===== src/rtl/mux_rr_scheduler_pkg.sv =====
// Shared definitions for the round-robin scheduler in front of the 4:1 two-bit lane mux.
// Holds the channel codes, the scheduler state enum and the {s0,s1} select encoding,
// which the mux bench reuses.
package mux_rr_scheduler_pkg;

   localparam logic [1:0] CH_A = 2'b00;
   localparam logic [1:0] CH_B = 2'b01;
   localparam logic [1:0] CH_C = 2'b10;
   localparam logic [1:0] CH_D = 2'b11;

   typedef enum logic [1:0] {
      IDLE,
      SEL,
      OUT
   } state_e;

   // Mux select pair; s0 is the MSB, so {s0,s1} carries the channel code directly.
   typedef struct packed {
      logic s0;
      logic s1;
   } sel_t;

   function automatic sel_t ch_to_sel(logic [1:0] ch);
      return sel_t'(ch);
   endfunction

   function automatic logic [3:0] ch_onehot(logic [1:0] ch);
      return 4'b0001 << ch;
   endfunction

endpackage


===== src/rtl/mux_rr_scheduler_if.sv =====
// Bus between the scheduler and its surroundings (requesters, mux, downstream sink).
//   req       requester lines, bit0=a .. bit3=d
//   s0/s1     registered mux select, {s0,s1} = channel code
//   y_in      mux output fed back for capture
//   out_*     registered valid/ready beat with channel tag
//   ack       one-hot acceptance pulse to the served requester
// master = scheduler side, slave = environment side.
interface mux_rr_scheduler_if #(
   parameter int unsigned DW = 2
) ();

   logic [3:0]    req;
   logic          s0;
   logic          s1;
   logic [DW-1:0] y_in;
   logic [DW-1:0] out_data;
   logic [1:0]    out_ch;
   logic          out_valid;
   logic          out_ready;
   logic [3:0]    ack;

   modport master (
      input  req, y_in, out_ready,
      output s0, s1, out_data, out_ch, out_valid, ack
   );

   modport slave (
      output req, y_in, out_ready,
      input  s0, s1, out_data, out_ch, out_valid, ack
   );

endinterface


===== src/rtl/mux_rr_scheduler_rr_pick4.sv =====
// Combinational round-robin picker for four requesters.
//   req        request vector
//   last       index granted most recently
//   grant_idx  first asserted request searching upward from last+1 (mod 4)
//   any        at least one request is asserted
module rr_pick4 (
   input  logic [3:0] req,
   input  logic [1:0] last,
   output logic [1:0] grant_idx,
   output logic       any
);

   logic [1:0] idx;
   logic       found;

   always_comb begin
      grant_idx = last + 2'd1;
      found     = 1'b0;
      idx       = '0;
      // Offsets 1..4 so the last-granted channel is the lowest priority.
      for (int i = 1; i <= 4; i++) begin
         idx = last + 2'(i);
         if (!found && req[idx]) begin
            grant_idx = idx;
            found     = 1'b1;
         end
      end
      any = found;
   end

endmodule


===== src/rtl/mux_rr_scheduler.sv =====
// Round-robin scheduler driving the select of a 4:1 lane mux and forwarding each selected
// beat on a registered valid/ready output with a channel tag.
//   clk     rising-edge clock
//   rst_n   asynchronous active-low reset
//   bus     master side of mux_rr_scheduler_if (req, s0/s1, y_in, out_*, ack)
// Parameters: DW lane width (match the mux), BURST max consecutive beats per channel (>=1).
module mux_rr_scheduler
   import mux_rr_scheduler_pkg::*;
#(
   parameter int unsigned DW    = 2,
   parameter int unsigned BURST = 2
) (
   input logic              clk,
   input logic              rst_n,
   mux_rr_scheduler_if.master bus
);

   localparam int unsigned    BW     = $clog2(BURST + 1);
   localparam logic [BW-1:0] BurstW = BW'(BURST);

   state_e        state_q, state_d;
   sel_t          sel_q, sel_d;
   logic [1:0]    cur_q, cur_d;
   logic [1:0]    last_q, last_d;
   logic [BW-1:0] bcnt_q, bcnt_d;
   logic [DW-1:0] out_data_q, out_data_d;
   logic [1:0]    out_ch_q, out_ch_d;
   logic          out_valid_q, out_valid_d;
   logic [3:0]    ack_q, ack_d;

   logic [1:0]    grant_idx;
   logic          any_req;
   logic [BW-1:0] bcnt_inc;
   logic          accept;
   logic          burst_more;

   rr_pick4 u_pick (
      .req       (bus.req),
      .last      (last_q),
      .grant_idx (grant_idx),
      .any       (any_req)
   );

   assign bcnt_inc   = bcnt_q + 1'b1;
   assign accept     = out_valid_q && bus.out_ready;
   // Burst continues only while the served channel still requests and has budget left.
   assign burst_more = bus.req[cur_q] && (bcnt_inc < BurstW);

   // State register
   always_ff @(posedge clk or negedge rst_n) begin
      if (!rst_n) begin
         state_q     <= IDLE;
         sel_q       <= '0;
         cur_q       <= CH_A;
         last_q      <= CH_D;
         bcnt_q      <= '0;
         out_data_q  <= '0;
         out_ch_q    <= CH_A;
         out_valid_q <= 1'b0;
         ack_q       <= '0;
      end else begin
         state_q     <= state_d;
         sel_q       <= sel_d;
         cur_q       <= cur_d;
         last_q      <= last_d;
         bcnt_q      <= bcnt_d;
         out_data_q  <= out_data_d;
         out_ch_q    <= out_ch_d;
         out_valid_q <= out_valid_d;
         ack_q       <= ack_d;
      end
   end

   // Next-state logic
   always_comb begin
      state_d = state_q;
      unique case (state_q)
         IDLE:    if (any_req) state_d = SEL;
         SEL:     state_d = OUT;
         OUT:     if (accept) state_d = burst_more ? SEL : IDLE;
         default: state_d = IDLE;
      endcase
   end

   // Registered-output and datapath next values
   always_comb begin
      sel_d       = sel_q;
      cur_d       = cur_q;
      last_d      = last_q;
      bcnt_d      = bcnt_q;
      out_data_d  = out_data_q;
      out_ch_d    = out_ch_q;
      out_valid_d = out_valid_q;
      ack_d       = '0;
      unique case (state_q)
         IDLE: begin
            // The grant is committed here; later request changes cannot cancel it.
            if (any_req) begin
               sel_d = ch_to_sel(grant_idx);
               cur_d = grant_idx;
            end
         end
         SEL: begin
            // Mux has had a full cycle to settle on sel_q.
            out_data_d  = bus.y_in;
            out_ch_d    = cur_q;
            out_valid_d = 1'b1;
         end
         OUT: begin
            if (accept) begin
               ack_d       = ch_onehot(cur_q);
               out_valid_d = 1'b0;
               if (burst_more) begin
                  bcnt_d = bcnt_inc;
               end else begin
                  last_d = cur_q;
                  bcnt_d = '0;
               end
            end
         end
         default: ;
      endcase
   end

   assign bus.s0        = sel_q.s0;
   assign bus.s1        = sel_q.s1;
   assign bus.out_data  = out_data_q;
   assign bus.out_ch    = out_ch_q;
   assign bus.out_valid = out_valid_q;
   assign bus.ack       = ack_q;

endmodule

===== src/flat_wrapper.sv =====
// flat-port wrapper written by rule: the top's interface ports become plain ports
module mux_rr_scheduler_flat import mux_rr_scheduler_pkg::*;
#(
   parameter int unsigned DW    = 2,
   parameter int unsigned BURST = 2
)
  (clk, rst_n, bus_req, bus_y_in, bus_out_ready, bus_s0, bus_s1, bus_out_data, bus_out_ch, bus_out_valid, bus_ack);
  mux_rr_scheduler_if #(.DW(DW)) bus_i ();
  input logic clk;
  input logic rst_n;
  input wire logic [$bits(bus_i.req)-1:0] bus_req;
  input wire logic [$bits(bus_i.y_in)-1:0] bus_y_in;
  input wire logic [$bits(bus_i.out_ready)-1:0] bus_out_ready;
  output wire logic [$bits(bus_i.s0)-1:0] bus_s0;
  output wire logic [$bits(bus_i.s1)-1:0] bus_s1;
  output wire logic [$bits(bus_i.out_data)-1:0] bus_out_data;
  output wire logic [$bits(bus_i.out_ch)-1:0] bus_out_ch;
  output wire logic [$bits(bus_i.out_valid)-1:0] bus_out_valid;
  output wire logic [$bits(bus_i.ack)-1:0] bus_ack;
  assign bus_i.req = bus_req;
  assign bus_i.y_in = bus_y_in;
  assign bus_i.out_ready = bus_out_ready;
  assign bus_s0 = bus_i.s0;
  assign bus_s1 = bus_i.s1;
  assign bus_out_data = bus_i.out_data;
  assign bus_out_ch = bus_i.out_ch;
  assign bus_out_valid = bus_i.out_valid;
  assign bus_ack = bus_i.ack;
  mux_rr_scheduler #(.DW(DW), .BURST(BURST)) u_core (.clk(clk), .rst_n(rst_n), .bus(bus_i));
endmodule

===== config.mk =====
export PLATFORM = sky130hd
export DESIGN_NAME = mux_rr_scheduler_flat
export DESIGN_NICKNAME = d
export VERILOG_FILES = /design/src/rtl/mux_rr_scheduler_pkg.sv /design/src/rtl/mux_rr_scheduler_if.sv /design/src/rtl/mux_rr_scheduler_rr_pick4.sv /design/src/rtl/mux_rr_scheduler.sv /design/src/flat_wrapper.sv
export SDC_FILE = /design/constraint.sdc
export NUM_CORES = 1
export LEC_CHECK = 0
export BUFFER_PORTS_ARGS = -buffer_cell sky130_fd_sc_hd__buf_2
export CELL_PAD_IN_SITES_DETAIL_PLACEMENT = 1
export CELL_PAD_IN_SITES_GLOBAL_PLACEMENT = 2
export CORE_MARGIN = 5
export CORE_UTILIZATION = 33
export CTS_CLUSTER_DIAMETER = 30
export DETAILED_ROUTE_END_ITERATION = 7
export GPL_TIMING_DRIVEN = 0
export HOLD_SLACK_MARGIN = 0.02
export PLACE_DENSITY = 0.85
export SETUP_SLACK_MARGIN = 0.4
export SLEW_MARGIN = 20
export SYNTH_ARGS = -nofsm -noshare
export SYNTH_HDL_FRONTEND = slang
export SYNTH_SLANG_ARGS = --single-unit

===== constraint.sdc =====
create_clock -name clk -period 4.3 [get_ports clk]
set_input_delay 0 -clock clk [delete_from_list [all_inputs] [get_ports clk]]
set_output_delay 0 -clock clk [all_outputs]
set_load 0.01 [all_outputs]

==> metrics.cfg, run 1 <==
[yosys]
syn-num-nets = 91
ys_seq_elements = 17
ys_types = 30
synth-main-ff-cell = dfrtp_1
ys_warn_count = 0
async_reset_ff_share_pct = 100
seq_area_frac_synth_pct = 52.8
synth_area_um2 = 811
syn_area_per_cell_um2 = 9.89
syn_inst = 82
synth_edf_count = 0

[die]
fp-row-count = 18
die-width_um = 59.6
fp.dieH_um = 59.6
start_util_pct = 33.6
die_area_um2 = 3550
ioPinCount = 20
core_um2 = 2410

[critical_path]
r2r-end = u_core.last_q[0]
rr_startpoint = u_core.cur_q[0]
cp.required_ns = 4.52
r2r_cells = 4
cp.arrival_ns = 1.87
end_kind = flop
cpMaxStageDelayCell = mux4_2
path_cells = buf_6 -> mux4_2 -> a21oi_2 -> mux2_1
rrSetupSlack_ns = 2.65
worstSetupStartpointType = flop
crit_type = reg -> reg
path_max_fanout = 8
max_stage_delay_ns = 0.54

[sta]
finalCriticalPeriod_ns = 1.65
setup_violations = 0
period_share_pct = 38.4
fin_setup_tns_ns = 0
skew_ns = 0.00593
relSlewSlack_pct = 74.5
worst_slack_ns = 2.65
rsz0062_at_grt = false
holdWs_ns = 0.120
fmax_ghz = 0.606
tightest_slew_ns = 0.382
maxSlewViolCount = 0
hold_viol = 0

[power_and_ir_drop]
p_sw_uw = 253
pwr-share-comb_pct = 42.8
switching_share_pct = 40.0
p_int_uw = 380
power_density_nw_per_um2 = 629
p_seq_share_pct = 44.0
leakage_nw = 0.499
ir_worst_vdd_uv = 223
clkPwrFrac_pct = 13.2

[final_layout]
num-nets-final = 118
seqCellArea_um2 = 428
multi_input_area_um2 = 352
diodes = 0
final_common_cell = nand2_1
drive_gt1_share_pct = 26.9
final_cell_mix = nand2_1 (21), buf_2 (19), dfrtp_1 (15)
area_growth_pct = 24.1
fill_cells = 284

[clocking]
cts_buffers = 3
insertion_delay_ns = 0.28
cts.sinks = 17
cts_max_level = 1
post_cts_buffers = 0
cts_tree = yes
clk_pin_slew_ns = 0.10
cts-root-buf = clkbuf_4
cts_buffer_depth = 2

[grt]
grt_max_degree = 18
grt_pass1_wl_mm = 3.08
overflow = 0
grt_use_total_pct = 11.5
grt_pass1_vias = 658
grt_antenna_before_repair = 0

[detailed_routing]
wirelength_mm = 1.92
drc = 0
viasPerCell = 5.08
wl_per_cell_um = 13.9
vias = 701
antenna_left = 0
dr.pass1.iters = 4
drt_iter0_drc = 8

[place]
port_buffers = 18
preCtsSetupSlack_ns = 2.63
gp_congestion = 0.771

[flow_run]
maxCapViolCount = 0

[worst_hold_path]
hp-start = bus_req[3]
hold_class = in -> reg
whs_path_depth = 3
hold_end = u_core.cur_q[1]

[run_status]
status = finished clean

area by class of cell:
| cell class | count | area share, % |
|---|---|---|
| plain buffers | 3 | 1.99 |
| multi-input cells | 59 | 35.0 |
| inverters | 3 | 1.12 |
| well taps | 30 | 3.73 |
| flip-flops and latches | 17 | 42.5 |
| clock buffers | 3 | 2.24 |
| clock inverters | 1 | 0.498 |
| repair buffers | 22 | 12.9 |
state kept, by name, summed over array words and instances (netlist names):
register	count
u_core.bcnt_q	2
u_core.bus.ack	4
u_core.bus.out_ch	2
u_core.bus.out_data	2
u_core.bus.out_valid	1
u_core.cur_q	2
u_core.last_q	2
u_core.state_q	2
kinds of logic (layout without fill, tap and decap cells):
family / after synthesis / count (layout) / share of synthesized area (%)
simple gates: 40 / 40 / 23.5
buf+inv: 6 / 32 / 3.86
xor+xnor: 1 / 1 / 1.08
flops: 17 / 17 / 52.8
mux: 3 / 3 / 5.56
compound gates: 15 / 15 / 13.3
cells in the mapped netlist (2+ instances only):
cell type	n	share of area, %
o31ai_1	2	1.9
mux2_1	2	2.8
o22ai_1	4	3.1
and3_1	2	1.5
nand2_1	21	9.7
dfstp_2	2	6.5
inv_1	3	1.4
a21oi_1	3	1.9
nor2_1	5	2.3
nor2b_1	4	3.1
dfrtp_1	15	46
power groups by stage:
stage	Combinational, mW	Clock, mW	Sequential [mW]
finish	0.271	0.0836	0.279
global route	0.303	0.0952	0.289
CTS	0.277	0.0875	0.280
detailed placement	0.272	0	0.282
global placement	0.261	0	0.277
floorplan	0.172	0	0.287
per-layer routing:
layer | routed length [um] | vias to the layer above | track usage (%)
li1 | - | 337 | -
met1 | 821 | 341 | 14.3
met2 | 926 | 21 | 19.3
met3 | 140 | 2 | 1.53
met4 | 27 | 0 | 5.70
met5 | 0 | - | 0
through the flow:
step / std cells / total power [mW] / instance area, um2 / util, %
after floorplan: 82 / 0.459 / 811 / -
after global placement: 130 / 0.538 / 938 / 38.9
after detailed placement: 130 / 0.554 / 938 / 38.9
after CTS: 138 / 0.644 / 1010 / 41.7
after global routing: 138 / 0.687 / 1010 / 41.7
final: 138 / 0.633 / 1010 / 41.7
worst max-delay path: cells and delay by family, from the launching register on:
family                 cells  cell delay [ns]
AOI/OAI and AO/OA          1             0.19
buffers and inverters      1             0.14
DFF                        1             0.37
muxes                      2             0.89
worst max path at each step:
stage          slack, ns  cells after the start               end            start
6_report            2.65                      4  u_core.last_q[0]  u_core.cur_q[0]
5_1_grt             2.58                      4  u_core.last_q[0]  u_core.cur_q[0]
4_1_cts             2.62                      4  u_core.last_q[0]  u_core.cur_q[0]
3_5_place_dp        2.63                      4  u_core.last_q[0]  u_core.cur_q[0]
3_3_place_gp        2.70                      4  u_core.last_q[1]  u_core.cur_q[0]
2_1_floorplan       2.69                      4  u_core.last_q[1]  u_core.cur_q[0]
what timing repair did:
action	4_1_cts	5_1_grt
gates resized for setup	0	0
hold buffers	4	0
endpoints found under the hold margin	20	0
Note: power is estimated with default switching activity, not from simulation.
==> run 2: changes to the inputs <==
--- a/config.mk
+++ b/config.mk
@@ -9,12 +9,12 @@
 export CELL_PAD_IN_SITES_DETAIL_PLACEMENT = 1
 export CELL_PAD_IN_SITES_GLOBAL_PLACEMENT = 2
 export CORE_MARGIN = 5
-export CORE_UTILIZATION = 33
+export CORE_UTILIZATION = 28
 export CTS_CLUSTER_DIAMETER = 30
 export DETAILED_ROUTE_END_ITERATION = 7
 export GPL_TIMING_DRIVEN = 0
 export HOLD_SLACK_MARGIN = 0.02
-export PLACE_DENSITY = 0.85
+export PLACE_DENSITY = 0.78
 export SETUP_SLACK_MARGIN = 0.4
 export SLEW_MARGIN = 20
 export SYNTH_ARGS = -nofsm -noshare
==> constraint.sdc (replaced) <==
create_clock -name clk -period 1.5 [get_ports clk]
set_input_delay 0 -clock clk [delete_from_list [all_inputs] [get_ports clk]]
set_output_delay 0 -clock clk [all_outputs]
set_load 0.01 [all_outputs]
==> run 2 against run 1 <==
Effect of this change: the flow now finishes with violations (negative setup slack); maximum frequency grew 4.8%; clock skew down 0.0034 ns; critical path depth unchanged; sequential share of layout area fell by 6.3 points; sequential power grew to 2.9 times the previous value; die area up 15%; hold slack better by 0.012 ns; non-clock buffer count rose by 8; via count rose by 6.4%; routed wire length grew 13%; first-iteration DRC count grew to 4.0 times the previous value; critical path type unchanged; critical endpoint is now u_core.last_q[1]; largest cell class is now multi-input combinational cells; largest power group is now combinational logic.
==> metrics.cfg, run 2 (synthesis gave the netlist of run 1 again) <==
[detailed_routing]
antenna_left = 0  ; unchanged
drc = 0  ; unchanged
viasPerCell = 5.07  ; about the same
wl_per_cell_um = 14.7  ; +5.7%
wirelength_mm = 2.16  ; +13%
vias = 746  ; +6.4%
drt_iter0_drc = 32  ; +24
dr.pass1.iters = 4  ; unchanged

[clocking]
cts_tree = yes
cts.sinks = 17  ; unchanged
clk_pin_slew_ns = 0.10  ; about the same
cts_buffer_depth = 2  ; unchanged
cts_buffers = 3  ; unchanged
cts-root-buf = clkbuf_4
insertion_delay_ns = 0.29  ; about the same
cts_max_level = 1  ; unchanged

[final_layout]
diodes = 0  ; unchanged
final_cell_mix = nand2_1 (21), buf_2 (19), dfrtp_1 (15)
fin_util_pct = 42.8  ; +1.1 points
fill_cells = 325  ; +14%
largest_reg_flops = 4  ; unchanged
num-nets-final = 126  ; +6.8%
multi_input_area_um2 = 448  ; +27%
seqCellArea_um2 = 428  ; unchanged
drive_gt1_share_pct = 45.7  ; +19 points
area_growth_pct = 45.7
final_cell_count_no_fill = 147  ; +6.5%
final_common_cell = nand2_1

[flow_run]
maxCapViolCount = 0  ; unchanged

[run_status]
status = finished, violations left
violations = negative setup slack

[critical_path]
worstSetupStartpointType = flop
rr_startpoint = u_core.cur_q[0]
crit_type = reg -> reg
cp.required_ns = 1.72  ; -2.80 ns
path_max_fanout = 2  ; -6
end_kind = flop
path_cells = buf_6 -> mux4_2 -> a21oi_4 -> mux2_4
cp.arrival_ns = 1.80  ; -0.07 ns
cp-startpoint = u_core.cur_q[0]
max_stage_delay_ns = 0.54  ; about the same
cpMaxStageDelayCell = mux4_2

[grt]
grt_use_total_pct = 11.4  ; -0.058 points
grt_pass1_wl_mm = 3.72  ; +21%
grt_pass1_vias = 801  ; +22%
overflow = 0  ; unchanged
grt_antenna_before_repair = 0  ; unchanged
grt_max_degree = 18  ; unchanged

[sta]
tightest_slew_ns = 0.383  ; +0.000365 ns
hold_viol = 0  ; unchanged
setup_violations = 2  ; +2
relSlewSlack_pct = 74.5  ; about the same
worst_slack_ns = -0.0751  ; -2.72 ns
maxSlewViolCount = 0  ; unchanged
finalCriticalPeriod_ns = 1.58  ; -0.0752 ns
period_share_pct = 105  ; +67 points
rsz0062_at_grt = true
fmax_ghz = 0.635  ; +4.8%
holdWs_ns = 0.132  ; +0.0117 ns
skew_ns = 0.00251  ; -0.00342 ns

[place]
preCtsSetupSlack_ns = -0.147  ; -2.78 ns
dp_hpwl_mm = 1.47
gp_congestion = 0.727  ; -5.8%
port_buffers = 18  ; unchanged
dp.cells = 131  ; +0.77%

[die]
start_util_pct = 29.4  ; -4.2 points
fp-row-count = 19  ; +1
die-width_um = 63.8  ; +7.1%
die_area_um2 = 4070  ; +15%
core_um2 = 2760  ; +14%
fp.dieH_um = 63.8  ; +7.1%
ioPinCount = 20  ; unchanged

[worst_hold_path]
hold_class = in -> reg
hp-start = bus_req[1]

[power_and_ir_drop]
ir_worst_vdd_uv = 738  ; +230%
power_density_nw_per_um2 = 1890  ; +200%
leakage_nw = 0.572  ; +15%

==> run 2: where the power goes <==
group	total [mW]	switching, mW	internal, mW
Clock	0.247	0.144	0.103
Sequential	0.815	0.170	0.645
Combinational	1.17	0.555	0.612
==> run 2: final cells by class <==
cell class | instances | area share [%]
clock buffer | 4 | 2.22
buffer | 3 | 2.65
tap | 31 | 3.28
timing repair buffer | 30 | 16.7
inverter | 3 | 0.953
multi-input combinational | 59 | 37.9
sequential | 17 | 36.2
==> run 2: critical path, delay by kind of cell (launching register included) <==
family / cells / cell delay, ns
flops: 1 / 0.37
compound gates: 1 / 0.18
mux: 2 / 0.85
buf+inv: 1 / 0.11
==> run 2: metal layers <==
layer | track usage (%) | vias up | share of wire [%]
li1 | - | 353 | -
met1 | 11.7 | 367 | 39
met2 | 21.4 | 22 | 53
met3 | 2.80 | 4 | 5.8
met4 | 5.45 | 0 | 2.2
met5 | 0 | - | 0
==> run 2: final timing paths <==
| kind | end | slack, ns | cells past startpoint |
|---|---|---|---|
| setup / recovery | u_core.last_q[1] | -0.08 | 4 |
| hold / removal | u_core.cur_q[0] | 0.13 | 3 |
| setup reg to reg | u_core.last_q[1] | -0.08 | 4 |
| hold reg to reg | u_core.bus.out_ch[0] | 0.48 | 2 |
| max in group asynchronous | u_core.last_q[1] | 1.03 | 2 |
| min in group asynchronous | u_core.bus.out_ch[1] | 0.15 | 2 |
==> run 2: what timing repair did <==
| action | CTS | global route |
|---|---|---|
| endpoints found under the setup margin | 11 | 10 |
| hold buffers | 4 | 0 |
| pin swaps | 3 | 3 |
| hold endpoints to repair | 20 | 0 |
| setup buffers | 8 | 0 |
| resized for setup | 10 | 11 |
==> run 2: through the flow <==
step | power [mW] | TNS, ns | cell area [um2]
3_5_place_dp | 1.66 | -0.279 | 962
4_1_cts | 2.16 | -0.204 | 1130
2_1_floorplan | 1.37 | -0.215 | 833
5_1_grt | 2.40 | -0.222 | 1180
3_3_place_gp | 1.60 | -0.206 | 962
6_report | 2.23 | -0.147 | 1180
